[src/rtl/pe_ser_pkg.sv]
// Shared constants and helpers for the PE row serializer.
// The lane mux selects lane k with sel = 31-k.
package pe_ser_pkg;

  localparam int LANES = 32;
  localparam int SEL_W = 5;
  localparam int CNT_W = 6;

  typedef logic [SEL_W-1:0] sel_t;
  typedef logic [CNT_W-1:0] cnt_t;

  function automatic sel_t lane2sel(input sel_t k);
    return SEL_W'(LANES - 1) - k;
  endfunction

  // Counts above a full row are saturated to a full row.
  function automatic cnt_t clamp_cnt(input cnt_t c);
    return (c > CNT_W'(LANES)) ? CNT_W'(LANES) : c;
  endfunction

endpackage

[src/rtl/pe_row_buf.sv]
// One ping-pong entry: a captured row, its lane count and an occupancy flag.
// Load and free never target the same entry in one cycle.
module pe_row_buf
  import pe_ser_pkg::*;
#(
  parameter int WIDTH = 16
) (
  input  logic                   clk,
  input  logic                   rst,
  input  logic                   load_i,
  input  logic                   free_i,
  input  logic [WIDTH*LANES-1:0] data_i,
  input  logic [CNT_W-1:0]       cnt_i,
  output logic [WIDTH*LANES-1:0] data_o,
  output logic [CNT_W-1:0]       cnt_o,
  output logic                   full_o
);

  logic [WIDTH*LANES-1:0] data_q, data_d;
  logic [CNT_W-1:0]       cnt_q, cnt_d;
  logic                   full_q, full_d;

  always_comb begin
    data_d = data_q;
    cnt_d  = cnt_q;
    full_d = full_q;
    if (free_i) begin
      full_d = 1'b0;
    end
    if (load_i) begin
      data_d = data_i;
      cnt_d  = cnt_i;
      full_d = 1'b1;
    end
  end

  always_ff @(posedge clk) begin
    if (rst) begin
      data_q <= '0;
      cnt_q  <= '0;
      full_q <= 1'b0;
    end else begin
      data_q <= data_d;
      cnt_q  <= cnt_d;
      full_q <= full_d;
    end
  end

  assign data_o = data_q;
  assign cnt_o  = cnt_q;
  assign full_o = full_q;

endmodule

[src/rtl/pe_row_serializer.sv]
// Streams whole rows lane-by-lane into the 32:1 PE lane mux, double-buffering
// so the next row loads while the current one is emitted.
module pe_row_serializer
  import pe_ser_pkg::*;
#(
  parameter int WIDTH = 16
) (
  input  logic                   clk,
  input  logic                   rst,
  input  logic                   in_valid,
  output logic                   in_ready,
  input  logic [WIDTH*LANES-1:0] in_data,
  input  logic [CNT_W-1:0]       in_count,
  output logic [WIDTH*LANES-1:0] mux_in,
  output logic [SEL_W-1:0]       mux_sel,
  output logic                   out_valid,
  input  logic                   out_ready,
  output logic                   out_last,
  output logic                   busy
);

  logic                   wrPtr_q, wrPtr_d;
  logic                   rdPtr_q, rdPtr_d;
  logic [SEL_W-1:0]       idx_q, idx_d;

  logic [1:0]             full;
  logic [1:0]             loadVec;
  logic [1:0]             freeVec;
  logic [WIDTH*LANES-1:0] rowData [2];
  logic [CNT_W-1:0]       rowCnt  [2];

  logic [CNT_W-1:0]       cntClamped;
  logic [CNT_W-1:0]       curCnt;
  logic                   accept;
  logic                   loadRow;
  logic                   beat;
  logic                   atLast;
  logic                   lastBeat;

  // in_ready depends only on registered state (and reset), never on out_ready.
  assign in_ready   = !rst && !full[wrPtr_q];
  assign accept     = in_valid && in_ready;
  assign cntClamped = clamp_cnt(in_count);
  assign loadRow    = accept && (cntClamped != '0);
  assign loadVec    = {loadRow && wrPtr_q, loadRow && !wrPtr_q};

  assign curCnt    = rowCnt[rdPtr_q];
  assign atLast    = ({1'b0, idx_q} == (curCnt - CNT_W'(1)));
  assign out_valid = !rst && full[rdPtr_q];
  assign out_last  = out_valid && atLast;
  assign beat      = out_valid && out_ready;
  assign lastBeat  = beat && atLast;
  assign freeVec   = {lastBeat && rdPtr_q, lastBeat && !rdPtr_q};

  assign mux_in  = rowData[rdPtr_q];
  assign mux_sel = lane2sel(idx_q);
  assign busy    = |full;

  for (genvar g = 0; g < 2; g++) begin : gBuf
    pe_row_buf #(
      .WIDTH(WIDTH)
    ) uBuf (
      .clk    (clk),
      .rst    (rst),
      .load_i (loadVec[g]),
      .free_i (freeVec[g]),
      .data_i (in_data),
      .cnt_i  (cntClamped),
      .data_o (rowData[g]),
      .cnt_o  (rowCnt[g]),
      .full_o (full[g])
    );
  end

  always_comb begin
    wrPtr_d = wrPtr_q;
    rdPtr_d = rdPtr_q;
    idx_d   = idx_q;
    if (loadRow) begin
      wrPtr_d = !wrPtr_q;
    end
    if (lastBeat) begin
      idx_d   = '0;
      rdPtr_d = !rdPtr_q;
    end else if (beat) begin
      idx_d = idx_q + SEL_W'(1);
    end
  end

  always_ff @(posedge clk) begin
    if (rst) begin
      wrPtr_q <= 1'b0;
      rdPtr_q <= 1'b0;
      idx_q   <= '0;
    end else begin
      wrPtr_q <= wrPtr_d;
      rdPtr_q <= rdPtr_d;
      idx_q   <= idx_d;
    end
  end

endmodule

[config.mk]
export PLATFORM = sky130hd
export DESIGN_NAME = pe_row_serializer
export DESIGN_NICKNAME = d
export VERILOG_FILES = /design/src/rtl/pe_ser_pkg.sv /design/src/rtl/pe_row_buf.sv /design/src/rtl/pe_row_serializer.sv
export SDC_FILE = /design/constraint.sdc
export NUM_CORES = 2
export LEC_CHECK = 0
export CAP_MARGIN = 20
export CELL_PAD_IN_SITES_DETAIL_PLACEMENT = 0
export CELL_PAD_IN_SITES_GLOBAL_PLACEMENT = 1
export CORE_AREA = 2 2 401 403
export CTS_BUF_LIST = sky130_fd_sc_hd__clkbuf_16
export CTS_CLUSTER_SIZE = 14
export DETAILED_ROUTE_END_ITERATION = 6
export DIE_AREA = 0 0 403 405
export GPL_TIMING_DRIVEN = 0
export PLACE_DENSITY_LB_ADDON = 0.1
export SLEW_MARGIN = 20
export SYNTH_ARGS = -nofsm -noshare
export SYNTH_HDL_FRONTEND = slang
export SYNTH_SLANG_ARGS = --single-unit
[constraint.sdc]
create_clock -name clk -period 4.4 [get_ports clk]
set_input_delay 0.88 -clock clk [delete_from_list [all_inputs] [get_ports clk]]
set_output_delay 0.88 -clock clk [all_outputs]
set_load 0.005 [all_outputs]
# ---- After elaboration in Yosys (flattened, before gate mapping)
# Cells that the tools add are included.
# W data, S select, Z words.
dict set report totals {
  output_inout_bits 521
  ff_bits 1045
  in_bits 522
  word_cells 53
}
dict set report op_classes {
  n_bitwise 1
  n_mux 15
  n_eq_ne 1
  reduce_logical 20
  add_sub_neg 3
  n_lt_le_gt_ge 4
}
# op n
set ops {}
lappend ops {{$mux W512} 3}
lappend ops {{$mux W6} 4}
lappend ops {{$logic_and A1 B1 Y1} 11}
lappend ops {{$mux W1} 8}
lappend ops {{$eq A5 B6 Y1} 1}
lappend ops {{$gt A6 B6 Y1 const B} 1}
lappend ops {{$reduce_bool A6 Y1} 1}
lappend ops {{$sub A6 B1 Y6 const B} 1}
lappend ops {{$add A5 B1 Y5 const B} 1}
lappend ops {{$sub A5 B5 Y5 const A} 1}
lappend ops {{$logic_not A1 Y1} 4}
lappend ops {{$lt A1 B2 Y1 const B} 2}
lappend ops {{$reduce_bool A2 Y1} 2}
lappend ops {{$reduce_or A2 Y1} 2}
lappend ops {{$ge A2 B2 Y1 const B} 1}
lappend ops {{$not A1 Y2} 1}

# ---- Logic depth before layout (Yosys ltp)
dict set report depth {
  word_depth 10
  depth_mapped 13
  depth_no_buf 8
}

# ---- Modules after synthesis
# From an unflattened synthesis, not the netlist that was laid out.
dict set report unflattened {
  hier_cells 4003
  area_unflattened_um2 44624.0
}
# mod seq_area_each_um2 n_inst area_per_inst_um2 cells_each
set by_module_without_submodules {}
lappend by_module_without_submodules {pe_row_buf 10390.0 2 18949.4 1674}
lappend by_module_without_submodules {pe_row_serializer 140.1 1 6725.2 655}

# ---- Worst setup path before layout
# Ideal clock, no wire load.
dict set report synth_path {
  path_type {register -> output}
  start {reg rdPtr_q}
  end {out out_last}
  slack_ps 895
  arrival_ps 2625
  path_buffers 4
  required_time_ps 3520
  path_stages_with_launch 13
  path_cell_list {dfxtp_1 > buf_2 > buf_2 > buf_1 > clkbuf_1 > mux2i_1 > ha_1 > xor2_1 > o21ai_0 > a21o_1 > o21ai_0 > nand2_1 > nor3_1}
}
dict set report synth_between {
  elab_chain_len 7
  elab_cells_between_ends 10
  cone_classes {1 x add/sub; 1 x eq/ne; 5 x mux; 1 x bitwise; 2 x reduce/logical}
}
# element line_no
set synth_lines {}
lappend synth_lines {{start: declaration} pe_row_serializer.sv:23} ;# logic rdPtr_q, rdPtr_d;
lappend synth_lines {{start signal: assignment} pe_row_serializer.sv:97} ;# rdPtr_q <= rdPtr_d;
lappend synth_lines {{$not A1 Y2 (not written as such)} pe_row_serializer.sv:47} ;# assign curCnt = rowCnt[rdPtr_q];
lappend synth_lines {{$mux W6 (not written as such) (3 in a row)} pe_row_serializer.sv:47}
lappend synth_lines {{$sub A6 B1 Y6} pe_row_serializer.sv:48} ;# assign atLast = ({1'b0, idx_q} == (curCnt - CNT_W'(1)));
lappend synth_lines {{$eq A5 B6 Y1} pe_row_serializer.sv:48}
lappend synth_lines {{$logic_and A1 B1 Y1 (*)} pe_row_serializer.sv:50} ;# assign out_last = out_valid && atLast;
lappend synth_lines {{end: declaration} pe_row_serializer.sv:18} ;# output logic out_last,
# Every way passes the cells marked *; elsewhere a longest branch is shown, timed or not. The select of a mux whose other input is x is not followed.

# ---- Worst setup path after layout
dict set report layout_path {
  start {reg rdPtr_q}
  end {out mux_in[88]}
}
dict set report layout_between {
  elab_chain_len 4
}
# element line_no
set layout_lines {}
lappend layout_lines {{$not A1 Y2 (not written as such)} pe_row_serializer.sv:55} ;# assign mux_in = rowData[rdPtr_q];
lappend layout_lines {{$mux W512 (not written as such) (3 in a row)} pe_row_serializer.sv:55}
lappend layout_lines {{end: declaration} pe_row_serializer.sv:14} ;# output logic [WIDTH*LANES-1:0] mux_in,
# No other way between the ends. The select of a mux whose other input is x is not followed.

==> results by group <==
Synthesis
  – Synth Cell Area: 42,100 um2
  – Post-Syn Instances: just over 5,000
  – Syn_nets: approximately 5,700
  – Mean post-synth cell area: 8.16 um2
  – Number of synthesized flops with an enable pin: 0
  – Cell variety after synth: 37
  – Main flop type after synthesis: dfxtp_1
  – #FFs+latches synth: around 1,000
  – Ys async rst share: 0%
  – Sequential share of the synthesized area: 49.7%
  – Synth Warn #: 0

Floorplan
  – Standard-cell rows: 147
  – Core area: ~160,000 um2
  – Num ports: 1,043
  – Die Y: 405 um
  – Die Wd: 403 um
  – Die ar.: 163,000 um2
  – Starting Density: 26.4%

Clock tree
  – TritonCTS clock tree: built
  – Post-cts sizing count: 21
  – CTS Hold Bufs: 0
  – Total clock sinks: 1,045
  – Bufs on Longest Clock Path: 3
  – Setup repair bufs after CTS: 0
  – CTS root buffer: clkbuf_16
  – Clk slew on worst S/H paths: 0.06 ns
  – H-tree depth: 4
  – Num CTS Buffers: between 100 and 150
  – Skew-Pair Late Insertion Delay: between 0.7 and 0.8 ns

Min path
  – Hold crit path type: reg2reg
  – Hold_sp: gBuf[1].uBuf.data_o[26]$_SDFFE_PP0P_

Setup path
  – CP max stage cell: clkbuf_1
  – CP Cell Sequence: buf_6 -> clkbuf_2 -> clkbuf_1 -> mux2_2 -> clkdlybuf4s50_1
  – CP Launch Type: flip-flop
  – Worst EP arrival: about 3.3 ns
  – Origin of the worst setup path: rdPtr_q$_SDFFE_PP0P_
  – R2r startpoint: wrPtr_q$_SDFFE_PP0N_
  – Crit Path Max Fanout: 16
  – CP bufs+invs: 4
  – Kind of critical path: reg2out
  – CP Capture Type: primary output
  – Top Family by Delay on Critical Path: buffers and inverters
  – Delay of the slowest cell on the worst path: 0.62 ns
  – Worst EP required: 3.52 ns

Routing
  – Total number of vias: 39,480
  – Drt total wl: 193 mm
  – DRT iter0 DRCs: roughly 2,000
  – ANT nets after route: 0
  – Vias per cell: 4.62
  – DR DRC count: 0
  – Wirelength per Cell: 22.6 um
  – Pre-Repair DR Iteration Count: 5

STA
  – Worst-margin pin slew: about 1 ns
  – Final Hold Vio Count: 0
  – Fin Hold WS: 0.449 ns
  – Tcrit/Tclk final: around 96%
  – Clk_skew: 0.0221 ns
  – RSZ-0062 raised after global routing: no
  – Tmin final: roughly 4.2 ns
  – Final Slew Violations: 0
  – Setup violators final: 0
  – Rel. slew slack: ~35%
  – Fmax: 238 MHz

Global route
  – Largest net degree at the start of global routing: 17
  – Initial antenna violation count: 77
  – GRT Residual Overflow: 0
  – Vias in the first global route: around 38,000
  – First-pass GRT wire length: 271 mm
  – Total track usage: a little under a quarter

Power
  – Peak VDD IR: 0.329 mV
  – Leak Pwr: 21.0 nW
  – Pwr dens: 381 nW/um2

Placed design
  – Cell count after placement: between 8,000 and 9,000
  – PortBufs: roughly 1,000
  – GPL Wtd Cong: 0.852
  – Detail Placement HPWL: 145 mm

Layout
  – Nets: 6,851
  – Layout cell share with drive strength beyond 1: 14.9%
  – Most common cell after layout, fill and taps aside: nand2_1
  – Syn-to-layout area delta: 40.8%
  – Most frequent cells in the layout: 2,076 x nand2_1, 1,045 x dfxtp_1, 1,041 x clkdlybuf4s50_1
  – Final cell count without fillers: 8,540

Outcome
  – Status: finished, final reports clean

Run
  – Max-Cap Viols: 0
## worst min-delay path, cell delays in order, from the launching register on
cell and delay, ns:
dfxtp_1 0.30, nand2_1 0.05, a21oi_1 0.05
## layer usage
metal | wire length [um] | vias up | global-route usage (%)
met5 | 424 | - | 0
met4 | 5900 | 64 | 7.72
met3 | 14300 | 316 | 7.54
met2 | 93500 | 1084 | 38.5
met1 | 78800 | 18690 | 26.6
li1 | - | 19326 | -
## power breakdown
part / internal (mW) / leakage [nW] / total [mW] / switching (mW)
logic: 1.22 / 10.4 / 2.51 / 1.29
registers: 9.76 / 8.47 / 9.90 / 0.136
clock network: 5.81 / 2.10 / 10.2 / 4.36
total: 16.8 / 21.0 / 22.6 / 5.79
## flip-flops by register name, summed over array words and instances (netlist names)
| register | count |
|---|---|
| gBuf.uBuf.cnt_o | 12 |
| wrPtr_q | 1 |
| idx_q | 5 |
| gBuf.uBuf.data_o | 1024 |
| rdPtr_q | 1 |
| gBuf.uBuf.full_o | 2 |
## layout make-up
cell class,instances,area [um2]
fill,16811,100000
sequential,1045,20900
clock inverter,98,581
inverter,7,26.3
buffer,405,1910
multi-input combinational,3695,19300
timing repair buffer,1042,10400
clock buffer,136,3400
tap,2086,2610
antenna,26,65.1
## stage by stage
stage	utilization [%]	worst slack, ns	total power, mW	setup TNS (ns)	instance area, um2
after floorplan	-	0.895	11.0	0	42100
after global placement	34.6	-0.828	12.6	-120.44	55100
after detailed placement	34.6	-0.816	12.6	-1.08	55100
after CTS	37.1	0.0172	22.9	0	59100
after global routing	37.2	0.0213	23.5	0	59200
final	37.2	0.194	22.6	0	59200
## path summary, 6_finish.rpt
check,depth (start not counted),to,slack (ns)
min reg2reg,2,gBuf[1].uBuf.data_o[26]$_SDFFE_PP0P_,0.45
min,2,gBuf[1].uBuf.data_o[26]$_SDFFE_PP0P_,0.45
max,5,mux_in[88],0.19
max reg2reg,9,gBuf[0].uBuf.data_o[134]$_SDFFE_PP0P_,1.34
## synthesized netlist by cell type (4+ instances only)
cell type / n / area [um2]
nand2_1: 2077 / 7800
buf_1: 9 / 33.8
clkbuf_1: 144 / 541
mux2i_1: 7 / 70.1
a21oi_1: 1040 / 5200
xnor2_1: 7 / 61.3
nor2b_1: 7 / 43.8
buf_2: 247 / 1240
mux2_2: 512 / 5770
dfxtp_1: 1045 / 20900
nor3_1: 8 / 40.0
inv_1: 7 / 26.3
o21ai_0: 4 / 20.0
## kinds of logic (layout without fill, tap and decap cells)
kind of cell	count (synthesis)	after routing	share of synthesized area [%]
adders and majority gates	2	2	0.0595
AOI/OAI and AO/OA	1053	1053	12.6
other	0	26	0
and+or+nand+nor	2112	2112	19.0
muxes	519	519	13.9
DFF	1045	1045	49.7
buffers and inverters	413	1688	4.50
xor gates and xnor gates	9	9	0.187
Power figures use the tool's default switching activity.
